--- src/rtl/keysw_io_responder.sv ---
// rtl/keysw_io_responder.sv - KEY/SW memory-mapped I/O responder
// Synchronizes KEY, synchronizes and debounces SW, exposes data + ctrl/status registers.
module keysw_io_responder #(
   parameter int DBITS = 32,
   parameter int KEYBITS = 4,
   parameter int SWBITS = 10,
   parameter logic [DBITS-1:0] ADDRKEY = 32'hFFFFF080,
   parameter logic [DBITS-1:0] ADDRSW = 32'hFFFFF090,
   parameter int DEBOUNCE_CYCLES = 500000
) (
   input  logic               clk,
   input  logic               reset,
   input  logic [DBITS-1:0]   addr,
   input  logic [DBITS-1:0]   wdata,
   input  logic               we,
   input  logic               re,
   output logic [DBITS-1:0]   rdata,
   output logic               rsel,
   input  logic [KEYBITS-1:0] KEY,
   input  logic [SWBITS-1:0]  SW,
   output logic               irq
);

   localparam logic [DBITS-1:0] KDATA_A = ADDRKEY;
   localparam logic [DBITS-1:0] KCTRL_A = ADDRKEY + DBITS'(4);
   localparam logic [DBITS-1:0] SDATA_A = ADDRSW;
   localparam logic [DBITS-1:0] SCTRL_A = ADDRSW + DBITS'(4);
   localparam int CW = $clog2(DEBOUNCE_CYCLES);
   localparam logic [CW-1:0] CNT_LAST = CW'(DEBOUNCE_CYCLES - 1);
   localparam int RDY_BIT = 0;
   localparam int OVR_BIT = 2;
   localparam int IE_BIT = 8;

   logic [KEYBITS-1:0] key_s1, key_s2, kdata;
   logic [SWBITS-1:0]  sw_s1, sw_s2, sw_cand, sdata;
   logic [CW-1:0]      sw_cnt;
   logic               krdy, kovr, kie, srdy, sovr, sie;

   logic hit_kd, hit_kc, hit_sd, hit_sc;
   logic k_rd, k_cw, s_rd, s_cw, k_upd, s_upd;
   logic unused_wdata;

   assign hit_kd = (addr == KDATA_A);
   assign hit_kc = (addr == KCTRL_A);
   assign hit_sd = (addr == SDATA_A);
   assign hit_sc = (addr == SCTRL_A);

   assign k_rd = re & hit_kd;
   assign s_rd = re & hit_sd;
   assign k_cw = we & hit_kc;
   assign s_cw = we & hit_sc;

   assign k_upd = (key_s2 != kdata);
   // Accept only once the candidate has survived the full count and actually differs.
   assign s_upd = (sw_s2 == sw_cand) && (sw_cnt == CNT_LAST) && (sw_cand != sdata);

   assign unused_wdata = ^{wdata[DBITS-1:IE_BIT+1], wdata[IE_BIT-1:OVR_BIT+1], wdata[OVR_BIT-1:0]};

   always_ff @(posedge clk or posedge reset) begin
      if (reset) begin
         key_s1  <= '0;
         key_s2  <= '0;
         kdata   <= '0;
         sw_s1   <= '0;
         sw_s2   <= '0;
         sw_cand <= '0;
         sw_cnt  <= '0;
         sdata   <= '0;
         krdy    <= 1'b0;
         kovr    <= 1'b0;
         kie     <= 1'b0;
         srdy    <= 1'b0;
         sovr    <= 1'b0;
         sie     <= 1'b0;
      end else begin
         key_s1 <= ~KEY;
         key_s2 <= key_s1;
         if (k_upd)
            kdata <= key_s2;

         sw_s1 <= SW;
         sw_s2 <= sw_s1;
         if (sw_s2 != sw_cand) begin
            sw_cand <= sw_s2;
            sw_cnt  <= '0;
         end else if (sw_cnt != CNT_LAST) begin
            sw_cnt <= sw_cnt + 1'b1;
         end else if (sw_cand != sdata) begin
            sdata <= sw_cand;
         end

         // A read in the same cycle as an update consumes the old value: no overrun.
         krdy <= k_upd | (krdy & ~k_rd);
         if (k_upd & krdy & ~k_rd)
            kovr <= 1'b1;
         else if (k_cw & ~wdata[OVR_BIT])
            kovr <= 1'b0;
         if (k_cw)
            kie <= wdata[IE_BIT];

         srdy <= s_upd | (srdy & ~s_rd);
         if (s_upd & srdy & ~s_rd)
            sovr <= 1'b1;
         else if (s_cw & ~wdata[OVR_BIT])
            sovr <= 1'b0;
         if (s_cw)
            sie <= wdata[IE_BIT];
      end
   end

   assign rsel = re & (hit_kd | hit_kc | hit_sd | hit_sc);
   assign irq  = (krdy & kie) | (srdy & sie);

   always_comb begin
      rdata = '0;
      if (rsel) begin
         if (hit_kd) begin
            rdata = DBITS'(kdata);
         end else if (hit_sd) begin
            rdata = DBITS'(sdata);
         end else if (hit_kc) begin
            rdata[RDY_BIT] = krdy;
            rdata[OVR_BIT] = kovr;
            rdata[IE_BIT]  = kie;
         end else begin
            rdata[RDY_BIT] = srdy;
            rdata[OVR_BIT] = sovr;
            rdata[IE_BIT]  = sie;
         end
      end
   end

endmodule
--- config.mk ---
export PLATFORM = sky130hd
export DESIGN_NAME = keysw_io_responder
export DESIGN_NICKNAME = d
export VERILOG_FILES = /design/src/rtl/keysw_io_responder.sv
export SDC_FILE = /design/constraint.sdc
export NUM_CORES = 1
export LEC_CHECK = 0
export ABC_AREA = 1
export BUFFER_PORTS_ARGS = -buffer_cell sky130_fd_sc_hd__clkbuf_2
export CAP_MARGIN = 20
export CORE_AREA = 2 2 97 89
export CTS_BUF_LIST = sky130_fd_sc_hd__clkbuf_2 sky130_fd_sc_hd__clkbuf_4 sky130_fd_sc_hd__clkbuf_8
export DETAILED_ROUTE_END_ITERATION = 7
export DIE_AREA = 0 0 99 91
export PLACE_DENSITY = 0.8
export RECOVER_POWER = 50
export SETUP_SLACK_MARGIN = 0.4
export SLEW_MARGIN = 20
export SYNTH_ARGS = -nofsm -noshare
export SYNTH_HDL_FRONTEND = slang
export SYNTH_SLANG_ARGS = --single-unit
--- constraint.sdc ---
create_clock -name clk -period 2.5 [get_ports clk]
set_clock_uncertainty 0.05 [all_clocks]
set_input_delay 0.5 -clock clk [delete_from_list [all_inputs] [get_ports clk]]
set_output_delay 0.5 -clock clk [all_outputs]
set_load 0.03 [all_outputs]
# Word-level counts from Yosys, hierarchy flattened
# Cells that the tools add are included.
[word_totals] ff_bits=77 input_bits=82 out_inout_bits=34 wordCells=75
[classes] n_addsub=1 n_eq_ne=10 muxes=17 bitwise=27 n_reduce_logical=6
[ops] cell="== test 32 bit, second input constant" n=4
[ops] cell="two-way mux 19 bit" n=2
[ops] cell="two-way mux 10 bit" n=2
[ops] cell="!= test 10 bit" n=2
[ops] cell="adder 19 x 1 -> 19 bit, second input constant" n=1
[ops] cell="== test 19 bit, second input constant" n=1
[ops] cell="!= test 19 bit, second input constant" n=1
[ops] cell="AND 1 bit" n=15
[ops] cell="two-way mux 1 bit" n=12
[ops] cell="== test 10 bit" n=1
[ops] cell="OR 1 bit" n=6
[ops] cell="nonzero test 2 bit" n=3
[ops] cell="two-way mux 5 bit" n=1
[ops] cell="inverter 1 bit" n=5
[ops] cell="!= test 4 bit" n=1
[ops] cell="inverter 4 bit" n=1
[ops] cell="AND reduction 3 bit" n=1
[ops] cell="logical AND 1 bit" n=2

# Depth between registers and ports, before layout
# Gate-level depths: netlist (run 1).
[depth] word_depth=6 mapped_depth=11

# Worst setup path before layout (run 1)
# OpenSTA, ideal clock, no wires.
[synth_path] path_type="in2out" from="in addr[9]" to="out rdata[5]" t_arrival_ps=2005 t_required_ps=1950 slack_ps=-55 path_stages=7 path_buffers=0 cell_sequence="nor3_1 -> nand2_1 -> nor2_1 -> nand3_2 -> inv_1 -> nand2_1 -> nor3b_1"
[synth_between] elab_chain_cells=6 word_cells_on_any_way=11 cone_classes="eq/ne (4); mux (3); bitwise (4)"
[synth_rtl] element="from (decl)" line_no="13" source="input logic [DBITS-1:0] addr,"
[synth_rtl] element="== test 32 bit, on equally long branches" line_no="43, 44"
[synth_rtl] element="OR 1 bit (3 in a row)" line_no="111" source="assign rsel = re & (hit_kd | hit_kc | hit_sd | hit_sc);"
[synth_rtl] element="AND 1 bit" line_no="111"
[synth_rtl] element="two-way mux 10 bit (*)" line_no="116" source="if (rsel) begin"
[synth_rtl] element="to (decl)" line_no="17" source="output logic [DBITS-1:0] rdata,"
# Every way passes the cells marked *; elsewhere a longest branch is shown, timed or not.

# Worst setup path in the final report (run 1)
[layout_path] from="in addr[18]" to="out rdata[5]"
# The elaborated chain is that of the path after synthesis.

==> results of run 1 <==
[logic make-up (layout without fill, tap and decap cells)]
logic type / after synthesis / count (layout) / share of synthesized area, %
simple gates: 233 / 233 / 26.62
buf+inv: 100 / 151 / 12.51
compound gates: 40 / 40 / 5.691
flops: 77 / 77 / 51.25
fa+ha+maj: 1 / 1 / 0.3327
xor+xnor: 15 / 15 / 3.494
other cells: 1 / 22 / 0.09974
[where the power goes]
part / internal [uW] / switching (uW) / leakage, uW
clock network: 480 / 451 / 0.000100
registers: 1280 / 23.6 / 0.000958
logic: 76.4 / 125 / 0.00128
total: 1840 / 599 / 0.00234
[stage by stage]
stage	utilization, %	setup TNS (ns)	instances
after floorplan	-	0	488
after global placement	52.54	-0.06629	616
after detailed placement	52.54	-0.1643	616
after CTS	57.56	0	635
after global routing	60.58	0	638
final	60.58	0	638
[worst max-delay path by stage]
stage,start,to,slack (ns),cells past startpoint
after global routing,addr[18],rdata[2],0.009,13
after detailed placement,addr[8],rdata[8],-0.06,11
after global placement,addr[8],rdata[0],-0.03,11
after CTS,addr[25],rdata[8],0.14,12
after floorplan,addr[8],rdata[4],0.05,7
final,addr[18],rdata[5],0.1,10
[area by class of cell]
class                   instances  area, um2
repair buffers                 74      608.1
flip-flops and latches         77       1927
multi-input cells             311       1722
fillers                       647       3134
clock buffers                  10      131.4
well taps                      99      123.9
clock inverters                 6      72.57
inverters                      61      232.7
[state kept, by name (all words and copies together), names as in the netlist, 4 cells and up]
| name | count |
|---|---|
| sdata | 10 |
| kdata | 4 |
| sw_cnt | 19 |
| key_s2 | 4 |
| key_s1 | 4 |
| sw_s2 | 10 |
| sw_s1 | 10 |
| sw_cand | 10 |
[cell usage in the layout (no fill, tap or decap), drive strengths merged, types with 2 or more instances in the layout]
| cell | count |
|---|---|
| a21oi | 19 |
| buf | 31 |
| clkbuf | 53 |
| clkinv | 3 |
| clkinvlp | 2 |
| conb | 22 |
| dfrtp | 77 |
| inv | 61 |
| nand2 | 114 |
| nand3 | 26 |
| nand4 | 9 |
| nor2 | 62 |
| nor3 | 13 |
| nor3b | 3 |
| nor4 | 2 |
| o21ai | 15 |
| o22ai | 3 |
| or2 | 3 |
| xnor2 | 6 |
| xor2 | 9 |
[per-layer routing]
| layer | vias to the layer above | track usage [%] | part of all wire, % |
|---|---|---|---|
| li1 | 1542 | - | - |
| met1 | 1447 | 21.82 | 40 |
| met2 | 149 | 28.49 | 50 |
| met3 | 11 | 4.696 | 7.8 |
| met4 | 0 | 8.904 | 1.7 |
| met5 | - | 0 | 0 |
[what timing repair did]
item | in CTS | in global routing
resized for setup | 39 | 59
setup endpoints to repair | 11 | 23
pin swaps | 11 | 19
hold buffers | 0 | 0
setup buffers | 3 | 3
==> results.ini, run 1 <==
[die]
die-area_um2 = 9009
fp.dieH_um = 91
rows = 31
core-area_um2 = 7951
fp.dieW_um = 99
num_io_pins = 116
initial_core_util_pct = 47.29

[routing]
ant_nets = 0
routed_wl_um = 8183
drt-vias-per-instance = 4.936
via_count = 3149
dr.pass1.iters = 5
dr.first_iter.drc_count = 239
post_drt_wl_per_cell_um = 12.83
drc = 0

[worst_setup_path]
regToRegEndpoint = sdata[5]
crit_path_end_kind = output port
crit_path_max_fanout = 5
r2r_start = sw_cnt[0]
cp_data_required_time_ns = 1.95
arrival_ns = 1.85
cp_slowest_cell = nor3b_4
path_buf_inv = 2
cpPeakStageDelay_ns = 0.25
r2r_cells = 9
cpLargestDelayFamily = simple AND/OR/NAND/NOR gates
crit_chain = buf_6 -> nand2_2 -> nor2_2 -> nand2_2 -> nor2_4 -> nand2_2 -> nand2_4 -> nand2_8 -> nor3b_4 -> clkbuf_8
r2r_slack_ns = 0.54
crit_type = input port to output port
cp-start-kind = input port
path_common_cell = nand2_2

[logic_synthesis]
yosysTopAreaCell = dfrtp_1
yosys_register_bits = 77
yosysMostFrequentCell = nand2_1
yosysTopAreaCellShare_pct = 51.25
synth.area.top_cells = dfrtp_1, nand2_1, inv_1
avgSynthCellArea_um2 = 8.051
netlist_instances = 467
synthArstFlopShare_pct = 100.0
post_synth_num_cell_types = 31
yosysSeqAreaShare_pct = 51.25
ys_warn_count = 0
synthTopCellsByCount = nand2_1, dfrtp_1, inv_1, nor2_1, nand3_1
synth-edff-count = 0
netlist_area_um2 = 3760
ys.flop_type = dfrtp_1

[cts]
cts_tree = built
numCtsBuffers = 9
cts_root_buf = clkbuf_8
htreeDepth = 3
cts_num_sinks = 77
clk_latency_ns = 0.35
clock_path_buffers = 2
path_clk_slew_ns = 0.08

[final_layout]
area_delta_synth_final_pct = 28.12
stdcell_area_um2 = 4817
nNetsFinal = 617
drive_gt1_share_pct = 26.90
diodes = 0

[sta]
hold_violations = 0
holdWs_ns = 0.2037
post-route-period-util_pct = 96.03
rsz0062_at_grt = true
timing_worst_slew_pin_value_ns = 1.308
max_freq_ghz = 0.4165
fin_ws_ns = 0.09918
relSlewSlack_pct = 12.31
min_period_ns = 2.401
drv_slew = 0
setup_viol = 0

[global_route]
grt_antenna_before_repair = 0
overflow = 0
grt_pass1_wl_um = 12660
grt_max_degree = 48
grt_pass1_vias = 2946
grt_use_total_pct = 17.66

[pwr]
p_total_uw = 2435
peakVddDrop_v = 0.0003471
powerDensity_nw_per_um2 = 505.5
p_leak_uw = 0.002341

[place]
dp_slack_ns = -0.06332
placed_area_um2 = 4178
portBuffers = 63
hpwl_um = 5489
gp_congestion = 0.8792

[worst_hold_path]
worstHoldStart = SW[7]
hold_end = sw_s1[7]
min_path_cells = 1
hold_path.class = input port to flip-flop

[job]
max-cap-violations = 0

[run_status]
status = complete, no violations

(Power assumes the default switching activity.)
==> inputs of run 2 (changes only) <==
--- a/config.mk
+++ b/config.mk
@@ -8,10 +8,10 @@
 export ABC_AREA = 1
 export BUFFER_PORTS_ARGS = -buffer_cell sky130_fd_sc_hd__clkbuf_2
 export CAP_MARGIN = 20
-export CORE_AREA = 2 2 97 89
+export CORE_AREA = 2 2 92 94
 export CTS_BUF_LIST = sky130_fd_sc_hd__clkbuf_2 sky130_fd_sc_hd__clkbuf_4 sky130_fd_sc_hd__clkbuf_8
 export DETAILED_ROUTE_END_ITERATION = 7
-export DIE_AREA = 0 0 99 91
+export DIE_AREA = 0 0 94 96
 export PLACE_DENSITY = 0.8
 export RECOVER_POWER = 50
 export SETUP_SLACK_MARGIN = 0.4
==> run 2 against run 1 <==
Effect of this change: the flow now finishes with violations (max-capacitance violations, max-slew violations); core utilization decreased by 0.32 points; sequential power hardly changed; flip-flop and latch count unchanged; cell count up 2.4%; first-iteration DRC count decreased by 16%; hold slack improved by 0.0026 ns; clock power is 8.6% lower; wire length is 0.82% lower; critical path depth is 1 lower; worst setup slack improved by 0.0039 ns; sequential share of layout area shrank 0.29 points; register-to-register slack better by 0.02 ns; critical path type unchanged; largest cell class unchanged; largest power group unchanged.
==> results.ini, run 2 (synthesized netlist as in run 1, its figures left out) <==
[worst_hold_path]
hold_path.class = input port to flip-flop
worstHoldStart = SW[7]

[global_route]
grt_antenna_before_repair = 0
overflow = 0
grt_max_degree = 78
grt_use_total_pct = 17.18
grt_pass1_vias = 2810
grt_pass1_wl_um = 12080

[sta]
drv_slew = 78
relSlewSlack_pct = -19.83
tns_ns = 0
min_period_ns = 2.397
rsz0062_at_grt = true
post-route-period-util_pct = 95.88
setup_viol = 0
max_freq_ghz = 0.4172
fin_ws_ns = 0.1031
hold_violations = 0
timing_worst_slew_pin_value_ns = 1.797

[place]
gp_congestion = 0.8882
portBuffers = 63
hpwl_um = 5465
dp_slack_ns = 0.05606

[final_layout]
nNetsFinal = 626
layout_commonest_cell = nand2_1
top_register = sw_cnt
largest_reg_flops = 19
diodes = 0
layout_common_cells = nand2_1, dfrtp_1, inv_1, nor2_1, clkbuf_2
drive_gt1_share_pct = 26.46
area_delta_synth_final_pct = 29.05

[worst_setup_path]
crit_path_end_kind = output port
critPathLaunch = addr[9]
cpLargestDelayFamily = simple AND/OR/NAND/NOR gates
crit_type = input port to output port
r2r_start = sw_cnt[0]
crit_path_max_fanout = 5
cp_data_required_time_ns = 1.95
arrival_ns = 1.85
crit_chain = clkbuf_2 -> nor3_4 -> nand2_4 -> nor2_4 -> nand2_2 -> nand2_4 -> nand2_8 -> nor3b_4 -> clkbuf_8
cp_slowest_cell = nor3b_4
path_common_cell = nand2_4
path_buf_inv = 2
cpPeakStageDelay_ns = 0.24
cp-start-kind = input port

[routing]
dr.first_iter.drc_count = 201
routed-wl-met3_um = 513
ant_nets = 0
wl_met1_um = 3164
routed_wl_um = 8116
top_layer = met4
drt-vias-per-instance = 4.905
dr.pass1.iters = 4
drc = 0
via_count = 3203
met2_length_um = 4191
post_drt_wl_per_cell_um = 12.43

[cts]
path_clk_slew_ns = 0.08
cts_num_sinks = 77
clock_path_buffers = 2
clk_latency_ns = 0.34
cts_root_buf = clkbuf_8
htreeDepth = 3
cts_tree = built
numCtsBuffers = 9
cts_hold_buffers = 0

[die]
fp.dieW_um = 94
rows = 33
fp.dieH_um = 96
initial_core_util_pct = 46.70
die-area_um2 = 9024
core-area_um2 = 8051
num_io_pins = 116

[run_status]
violations = max-capacitance violations, max-slew violations
status = complete, but fails checks

[pwr]
powerDensity_nw_per_um2 = 483.4
peakVddDrop_v = 0.0004461
p_leak_uw = 0.002363

[job]
max-cap-violations = 1

[run 2: layout make-up]
| class | instances | area, um2 |
|---|---|---|
| inverters | 61 | 237.7 |
| repair buffers | 83 | 671.9 |
| flip-flops and latches | 77 | 1927 |
| well taps | 105 | 131.4 |
| clock inverters | 4 | 32.53 |
| fillers | 654 | 3199 |
| multi-input cells | 311 | 1699 |
| clock buffers | 12 | 152.6 |
[run 2: stage by stage]
stage / instance area, um2 / hold slack [ns] / instances / util, % / power [uW]
2_1_floorplan: 3930 / 0.2812 / 488 / - / 1459
3_3_place_gp: 4230 / 0.2816 / 628 / 52.54 / 1488
3_5_place_dp: 4230 / 0.2847 / 628 / 52.54 / 1495
4_1_cts: 4606 / 0.1867 / 646 / 57.20 / 2356
5_1_grt: 4852 / 0.1855 / 653 / 60.26 / 2454
6_report: 4852 / 0.2063 / 653 / 60.26 / 2345
[run 2: what timing repair did]
item / CTS / global route
setup endpoints to repair: 11 / 23
pin swaps: 12 / 25
cloned: 0 / 0
setup buffers: 2 / 7
resized for setup: 41 / 51
[run 2: worst reg2reg max path: cells and delay by family, from the launching register on]
family,cells,cell delay (ns)
buffers and inverters,2,0.31
and+or+nand+nor,5,0.78
adders and majority gates,1,0.29
DFF,1,0.41
[run 2: path summary, 6_finish.rpt]
path	cells after the start	end	slack [ns]
worst max-delay path	9	rdata[5]	0.10
worst min-delay path	1	sw_s1[7]	0.21
worst max register to register	8	sdata[7]	0.56
worst min register to register	0	sw_s2[0]	0.30
max in group asynchronous	3	sw_cnt[6]	0.59
min in group asynchronous	3	sw_s2[5]	0.75
[run 2: where the power goes]
part	leakage, uW	internal, uW	switching (uW)
sequential	0.000958	1280	23.3
combinational	0.00132	69.6	121
clock	0.0000900	415	437
total	0.00236	1760	582
[run 2: per-layer routing]
metal	vias to the layer above	GRT usage, %
li1	1562	-
met1	1500	20.65
met2	118	29.46
met3	23	3.759
met4	0	8.213
met5	-	0
==> inputs of run 3 (changes only) <==
--- a/config.mk
+++ b/config.mk
@@ -14,7 +14,6 @@
 export DIE_AREA = 0 0 94 96
 export PLACE_DENSITY = 0.8
 export RECOVER_POWER = 50
-export SETUP_SLACK_MARGIN = 0.4
 export SLEW_MARGIN = 20
 export SYNTH_ARGS = -nofsm -noshare
 export SYNTH_HDL_FRONTEND = slang
==> run 3 against run 2 <==
Effect of this change: the flow still finishes with violations (max-capacitance violations, max-slew violations); fmax down 0.43%; hold slack about the same; cell count down 1.7%.
==> results.ini, run 3 (synthesized netlist as in run 1, its figures left out) <==
[run_status]
status = complete, but fails checks
violations = max-capacitance violations, max-slew violations

[cts]
cts_root_buf = clkbuf_8
clk_latency_ns = 0.34
cts_num_sinks = 77
path_clk_slew_ns = 0.07
cts_tree = built
clock_path_buffers = 2
cts_hold_buffers = 0
numCtsBuffers = 9
htreeDepth = 3

[final_layout]
largest_reg_flops = 19
nNetsFinal = 615
drive_gt1_share_pct = 21.42
area_delta_synth_final_pct = 17.50
layout_commonest_cell = nand2_1
top_register = sw_cnt
diodes = 0
layout_common_cells = nand2_1, dfrtp_1, inv_1, nor2_1, clkbuf_2

[global_route]
grt_pass1_vias = 2967
overflow = 0
grt_use_total_pct = 17.78
grt_pass1_wl_um = 12470
grt_antenna_before_repair = 0
grt_max_degree = 78

[pwr]
switching_share_pct = 24.26
p_sw_uw = 572.1
sequentialPowerShare_pct = 55.3
powerDensity_nw_per_um2 = 533.8
combinationalPowerShare_pct = 6.9
peakVddDrop_v = 0.0004052
pwr-share-clk_pct = 37.8
internal_power_uw = 1786
p_total_uw = 2359
p_leak_uw = 0.002214

[sta]
min_period_ns = 2.407
hold_violations = 0
holdWs_ns = 0.2058
tns_ns = 0
max_freq_ghz = 0.4154
setup_viol = 0
relSlewSlack_pct = -19.91
timing_worst_slew_pin_value_ns = 1.799
post-route-period-util_pct = 96.29
drv_slew = 78

[place]
hpwl_um = 5508
portBuffers = 63
gp_congestion = 0.9556

[worst_setup_path]
cp_data_required_time_ns = 1.95
crit_type = input port to output port
crit_path_max_fanout = 5
crit_end = rdata[7]
r2r_cells = 9
cp-start-kind = input port
r2r_slack_ns = 0.45
regToRegEndpoint = sdata[0]
critPathLaunch = addr[9]
arrival_ns = 1.86
r2r_start = sw_cnt[0]
crit_path_end_kind = output port

[routing]
routed_wl_um = 7544
dr.first_iter.drc_count = 172
via_count = 3103
drc = 0
post_drt_wl_per_cell_um = 11.75
drt-vias-per-instance = 4.833
ant_nets = 0
dr.pass1.iters = 5

[die]
initial_core_util_pct = 46.70
num_io_pins = 116
rows = 33
fp.dieW_um = 94
core-area_um2 = 8051
fp.dieH_um = 96
die-area_um2 = 9024

[worst_hold_path]
hold_path.class = input port to flip-flop
min_path_cells = 1

[job]
max-cap-violations = 1

[run 3: changes by cell type in the layout (fill, tap and decap cells not counted), sizes merged]
cell	before	now
buf	39	17
bufinv	0	1
clkbuf	56	64
clkinv	1	5
clkinvlp	3	2
inv	61	60
[run 3: power groups by stage]
stage / logic (uW) / registers [uW] / clock network, uW
after floorplan: 137 / 1320 / 0
after global placement: 162 / 1330 / 0
after detailed placement: 166 / 1330 / 0
after CTS: 166 / 1300 / 921
after global routing: 185 / 1310 / 979
final: 163 / 1300 / 892
[run 3: how the worst min path moves through the flow]
stage / start / endpoint / slack [ns]
floorplan: key_s1[0] / key_s2[0] / 0.28
global placement: sw_s1[9] / sw_s2[9] / 0.28
detailed placement: sw_s1[1] / sw_s2[1] / 0.29
CTS: SW[4] / sw_s1[4] / 0.19
global route: SW[1] / sw_s1[1] / 0.19
finish: SW[6] / sw_s1[6] / 0.21
[run 3: critical path: stages]
cell and delay [ns]:
clkbuf_2 0.09, nor3_2 0.17, nand2_1 0.14, nor2_2 0.18, nand2_1 0.11, nand2_2 0.13, nand2_4 0.11, nor3_2 0.20
buf_2 0.23
[run 3: cell type report]
type,count,area (um2)
Fill cell,737,3633
Sequential cell,77,1927
Multi-Input combinational cell,311,1538
Timing Repair Buffer,72,399.1
Inverter,61,232.7
Tap cell,105,131.4
Clock buffer,9,123.9
Clock inverter,7,66.31
[run 3: stage by stage]
stage	util, %	cells	cell area (um2)	setup slack (ns)
global placement	51.17	625	4120	0.01777
detailed placement	51.17	625	4120	-0.04411
CTS	53.60	641	4315	-0.02416
global route	54.87	642	4418	-0.01604
floorplan	-	488	3842	-0.05524
finish	54.87	642	4418	0.09279
[run 3: layer usage]
layer / global-route usage [%] / wire, um
met5: 0 / 0
met4: 8.333 / 171
met2: 31.61 / 3741
met1: 20.49 / 3083
met3: 3.915 / 548
[run 3: timing repair]
action,4_1_cts,5_1_grt
resized for setup,1,49
buffers inserted,0,1
endpoints found under the setup margin,2,11
pin swaps,0,5
